## src/rtl/adder_operand_sequencer.sv

```systemverilog
// ============================================================================
// Module   : adder_operand_sequencer
// Purpose  : Timing/sequencing wrapper around the purely combinational 8-bit
//            ULA adder. Operand bytes arrive one at a time on a shared bus
//            (valid/ready). The block drives the adder operands a/b and the
//            adder output-buffer enable en. It registers the 9-bit adder
//            result t into res and offers res downstream with its own
//            valid/ready handshake.
//
// Ports    : clk        - system clock, rising edge
//            rst        - synchronous active-high reset
//            in_data    - operand byte from the shared bus
//            in_valid   - in_data valid this cycle
//            in_ready   - block accepts in_data this cycle
//            a, b       - operands to the adder
//            en         - adder output-buffer enable (high only in S_ADD)
//            t          - adder result, bit 8 = carry out
//            clr        - accumulator clear (ACCUMULATE_EN builds only)
//            res        - registered 9-bit result
//            res_valid  - res is valid
//            res_ready  - downstream accepts res
//            busy       - high whenever the FSM is not in S_LOAD_A
//            op_count   - results accepted downstream, wraps mod 2^OPS_W
//
// Config   : `define ACCUMULATE_EN to feed the low byte of each accepted
//            result back as operand A. Only B bytes are then consumed per
//            operation, and clr zeroes the running sum. Without the macro,
//            clr is ignored.
//
// Revision : 1.0 - initial release
// ============================================================================
`default_nettype none

module adder_operand_sequencer #(
    parameter int OPS_W = 8
) (
    input  logic             clk,
    input  logic             rst,
    input  logic [7:0]       in_data,
    input  logic             in_valid,
    output logic             in_ready,
    output logic [7:0]       a,
    output logic [7:0]       b,
    output logic             en,
    input  logic [8:0]       t,
    input  logic             clr,
    output logic [8:0]       res,
    output logic             res_valid,
    input  logic             res_ready,
    output logic             busy,
    output logic [OPS_W-1:0] op_count
);

    // ------------------------------------------------------------------------
    // State encoding
    // ------------------------------------------------------------------------
    typedef enum logic [1:0] {
        S_LOAD_A = 2'd0,
        S_LOAD_B = 2'd1,
        S_ADD    = 2'd2,
        S_RESULT = 2'd3
    } state_t;

    localparam logic [OPS_W-1:0] c_count_one = {{(OPS_W-1){1'b0}}, 1'b1};

    state_t           r_state;
    state_t           w_state_next;

    logic [7:0]       r_a;
    logic [7:0]       r_b;
    logic [8:0]       r_res;
    logic             r_res_valid;
    logic [OPS_W-1:0] r_op_count;

    // Datapath controls decoded by the next-state process
    logic             w_in_ready;
    logic             w_xfer;
    logic             w_clr;
    logic             w_load_a;
    logic             w_load_b;
    logic             w_zero_a;
    logic             w_capture;
    logic             w_accept;
    logic             w_feedback_a;

    // ------------------------------------------------------------------------
    // Optional accumulate clear. In the plain build clr is deliberately left
    // unconnected to the control path; the named sink keeps that explicit.
    // ------------------------------------------------------------------------
`ifdef ACCUMULATE_EN
    assign w_clr = clr;
`else
    logic w_unused_clr;
    assign w_unused_clr = clr;
    assign w_clr        = 1'b0;
`endif

    // The bus is only listened to while an operand slot is open.
    assign w_in_ready = (r_state == S_LOAD_A) || (r_state == S_LOAD_B);
    assign w_xfer     = in_valid & w_in_ready;

    // ------------------------------------------------------------------------
    // State register
    // ------------------------------------------------------------------------
    always_ff @(posedge clk) begin
        if (rst) begin
            r_state <= S_LOAD_A;
        end else begin
            r_state <= w_state_next;
        end
    end

    // ------------------------------------------------------------------------
    // Next-state and control decode
    // ------------------------------------------------------------------------
    always_comb begin
        w_state_next = r_state;
        w_load_a     = 1'b0;
        w_load_b     = 1'b0;
        w_zero_a     = 1'b0;
        w_capture    = 1'b0;
        w_accept     = 1'b0;
        w_feedback_a = 1'b0;

        case (r_state)
            S_LOAD_A: begin
                // A clear wins over a byte arriving in the same cycle.
                if (w_clr) begin
                    w_zero_a = 1'b1;
                end else if (w_xfer) begin
                    w_load_a     = 1'b1;
                    w_state_next = S_LOAD_B;
                end
            end

            S_LOAD_B: begin
                // A clear drops the running sum and reopens the A slot,
                // discarding any B byte offered in the same cycle.
                if (w_clr) begin
                    w_zero_a     = 1'b1;
                    w_state_next = S_LOAD_A;
                end else if (w_xfer) begin
                    w_load_b     = 1'b1;
                    w_state_next = S_ADD;
                end
            end

            S_ADD: begin
                // The adder is combinational with en asserted this cycle,
                // so t is sampled at the edge that ends S_ADD.
                w_capture    = 1'b1;
                w_state_next = S_RESULT;
            end

            S_RESULT: begin
                if (res_ready) begin
                    w_accept = 1'b1;
`ifdef ACCUMULATE_EN
                    w_feedback_a = 1'b1;
                    w_state_next = S_LOAD_B;
`else
                    w_state_next = S_LOAD_A;
`endif
                end
            end

            default: begin
                w_state_next = S_LOAD_A;
            end
        endcase
    end

    // ------------------------------------------------------------------------
    // Operand registers. Values persist across operations; only reset, a new
    // byte, a clear or accumulator feedback overwrite them.
    // ------------------------------------------------------------------------
    always_ff @(posedge clk) begin
        if (rst) begin
            r_a <= 8'h00;
        end else if (w_zero_a) begin
            r_a <= 8'h00;
        end else if (w_load_a) begin
            r_a <= in_data;
        end else if (w_feedback_a) begin
            // Carry bit is not fed back; it is still visible in res.
            r_a <= r_res[7:0];
        end
    end

    always_ff @(posedge clk) begin
        if (rst) begin
            r_b <= 8'h00;
        end else if (w_load_b) begin
            r_b <= in_data;
        end
    end

    // ------------------------------------------------------------------------
    // Result register and its handshake
    // ------------------------------------------------------------------------
    always_ff @(posedge clk) begin
        if (rst) begin
            r_res <= 9'h000;
        end else if (w_capture) begin
            r_res <= t;
        end
    end

    always_ff @(posedge clk) begin
        if (rst) begin
            r_res_valid <= 1'b0;
        end else if (w_capture) begin
            r_res_valid <= 1'b1;
        end else if (w_accept) begin
            r_res_valid <= 1'b0;
        end
    end

    // Completed-operation counter, free-running wrap.
    always_ff @(posedge clk) begin
        if (rst) begin
            r_op_count <= {OPS_W{1'b0}};
        end else if (w_accept) begin
            r_op_count <= r_op_count + c_count_one;
        end
    end

    // ------------------------------------------------------------------------
    // Outputs
    // ------------------------------------------------------------------------
    assign in_ready  = w_in_ready;
    assign en        = (r_state == S_ADD);
    assign busy      = (r_state != S_LOAD_A);
    assign a         = r_a;
    assign b         = r_b;
    assign res       = r_res;
    assign res_valid = r_res_valid;
    assign op_count  = r_op_count;

endmodule

`default_nettype wire

```

## config.mk

```make
export PLATFORM = sky130hd
export DESIGN_NAME = adder_operand_sequencer
export DESIGN_NICKNAME = d
export VERILOG_FILES = /design/src/rtl/adder_operand_sequencer.sv
export SDC_FILE = /design/constraint.sdc
export NUM_CORES = 1
export LEC_CHECK = 0
export ABC_AREA = 1
export CAP_MARGIN = 20
export CORE_MARGIN = 3
export CORE_UTILIZATION = 30
export CTS_BUF_LIST = sky130_fd_sc_hd__clkbuf_4 sky130_fd_sc_hd__clkbuf_8 sky130_fd_sc_hd__clkbuf_16
export DETAILED_ROUTE_END_ITERATION = 16
export DONT_BUFFER_PORTS = 1
export PLACE_DENSITY = 0.42
export SLEW_MARGIN = 20
export SYNTH_ARGS = -nofsm -noshare
export SYNTH_HDL_FRONTEND = slang
export SYNTH_SLANG_ARGS = --single-unit
export TNS_END_PERCENT = 10
```

## constraint.sdc

```tcl
create_clock -name clk -period 3.5 [get_ports clk]
set_input_delay 0.7 -clock clk [delete_from_list [all_inputs] [get_ports clk]]
set_output_delay 0.7 -clock clk [all_outputs]
set_load 0.1 [all_outputs]
```

==> flow_metrics.tcl <==
set metrics [dict create \
    final_antenna_net_count 0 \
    grt_pass1_vias 1245 \
    drc 0 \
    avgSynthCellArea_um2 7.449 \
    dr.pass1.iters 4 \
    cts_tree "built" \
    synth_area_mm2 0.001453 \
    clock_path_buffers 2 \
    grt_max_degree 34 \
    layout_setup_ws_ns 1.168 \
    clkTransAtPathRegs_ns 0.07 \
    place.detailed.hpwl_um 2501 \
    slew_headroom 0.2825 \
    antenna_found_initial 0 \
    crit_chain "inv_1, ha_1, inv_1" \
    ys_seq_area_frac 0.4961 \
    worstMarginPinSlew_ns 1.075 \
    synth_nets 223 \
    grt_overflow 0 \
    maxSlewViolCount 0 \
    nFillCells 471 \
    die_w_um 75.59 \
    finalSetupViolCount 0 \
    synthToLayoutAreaGrowth_pct 10.85 \
    grt_setup_unrepaired "no" \
    synth_cell_type_count 17 \
    numPortBuffers 0 \
    fin_util 0.3575 \
    arrival_ns 1.63 \
    synth_area_leader_cell "dfxtp_1" \
    status "complete, no violations" \
    cts-root-buf "clkbuf_8" \
    yosysWarnings 0 \
    hold_buffers 0 \
    finClkSkew_ns 0.003655 \
    drt_iter0_drc 60 \
    cts-resized-gates 0 \
    path_common_cell "inv_1" \
    fmax_mhz 428.8 \
    layout_min_cycle_time_ns 2.332 \
    diodes 0 \
    clock_latency_ns 0.29 \
    crit_buf_inv 2 \
    startpoint_type "flip-flop" \
    rows 24 \
    cp-end-kind "output pin" \
    cap_violations 0 \
    ys_top_cells_by_area "dfxtp_1, nor2_1, o21ai_0, nand2_1, ha_1" \
    setup_tns_ns 0 \
    post-route-period-util 0.6663 \
    regArea_um2 720.7 \
    hold_path_class "input pin to flip-flop" \
    yosysTopAreaCellShare 0.4961 \
    hold_viol 0 \
    core-area_mm2 0.004504 \
    die_area_mm2 0.005713 \
    critical_path.max_stage_delay_ns 0.62 \
    initial_utilization 0.3225 \
    routed_wirelength_um 3382 \
    place_congestion 0.7458 \
    crit_path_max_fanout 4 \
    multi_input_area_um2 651.9 \
    layout-drive-gt1-share 0.07463 \
    crit_family "buffers and inverters" \
    worst_ep_required_time_ns 2.80 \
    avgRoutedWirePerCell_um 13.37 \
    critPathKind "flip-flop to output pin" \
    cts-buffers-inserted 5 \
    track_usage 0.1381 \
    grt_pass1_wl_um 5865 \
    synthCells 195 \
    route.vias.total 1216 \
    slowest_stage "inv_1" \
    dieHeight_um 75.59 \
    io_pins 59 \
    fin_nets 228 \
    cts.sinks 36 \
    ys_ff_latch 36 \
    cts_htree_levels 2 \
    viasPerCell 4.806 \
    pre_cts_slack_ns 1.461 \
    cts_setup_buffers 0 \
]
## cells in the mapped netlist
cell       n
buf_2      2
clkbuf_2   2
ha_1       6
dfxtp_1   36
inv_1     15
nand2_1   25
nor2_2     2
a21oi_1    6
clkinv_1   1
nor2_4     1
o21bai_1   1
o21ai_0   26
nand3_2    1
or2_2      1
nor2_1    63
xor2_1     1
nand3_1    6
## layout make-up
class / count / share of cell area
Inverter: 16 / 0.03730
Tap cell: 52 / 0.04040
Clock buffer: 8 / 0.06061
Sequential cell: 36 / 0.4476
Multi-Input combinational cell: 139 / 0.4048
Timing Repair Buffer: 2 / 0.009324
## flip-flops by register name, indices dropped and copies added (netlist names)
signal / cells
r_state: 2
b: 8
op_count: 8
res_valid: 1
res: 9
a: 8
## stage by stage
step	cell area, um2	instances	hold slack (ns)
CTS	1610	253	0.4565
finish	1610	253	0.4690
global placement	1513	245	0.4822
floorplan	1453	195	0.4657
global route	1610	253	0.4524
detailed placement	1513	245	0.5062
## kinds of logic (layout without fill, tap and decap cells)
group | Yosys count | after routing | share of synthesized area
AO/OA/AOI/OAI | 33 | 33 | 0.1154
XOR/XNOR | 1 | 1 | 0.006030
adder cells (fa/ha/maj) | 6 | 6 | 0.05168
buffers and inverters | 20 | 26 | 0.05512
flip-flops | 36 | 36 | 0.4961
AND/OR/NAND/NOR | 99 | 99 | 0.2756
## layer usage
layer / global-route usage / wire length [um] / share of wire / up-vias
li1: - / - / - / 621
met1: 0.1538 / 1345 / 0.40 / 547
met2: 0.2215 / 1638 / 0.48 / 43
met3: 0.06728 / 351 / 0.10 / 5
met4: 0.06408 / 46 / 0.014 / 0
met5: 0 / 0 / 0 / -
## final timing paths
path                             startpoint     endpoint  slack, ns  cells after the start
worst min register to register   r_state[1]   r_state[1]       0.51                      2
worst max-delay path             r_state[0]         busy       1.17                      3
worst max register to register  op_count[1]  op_count[4]       1.59                      6
worst min-delay path                    rst   r_state[1]       0.47                      1
## cell usage in the layout, fill, tap and decap left out, drive strengths merged
| master | count |
|---|---|
| a21oi | 6 |
| buf | 2 |
| clkbuf | 8 |
| clkinv | 1 |
| dfxtp | 36 |
| ha | 6 |
| inv | 15 |
| nand2 | 25 |
| nand3 | 7 |
| nor2 | 66 |
| o21ai | 26 |
| o21bai | 1 |
| or2 | 1 |
| xor2 | 1 |
Power is left out: the tool's default activity adds up to more than one toggle a clock period on the data nets, which glitch-free logic cannot reach.
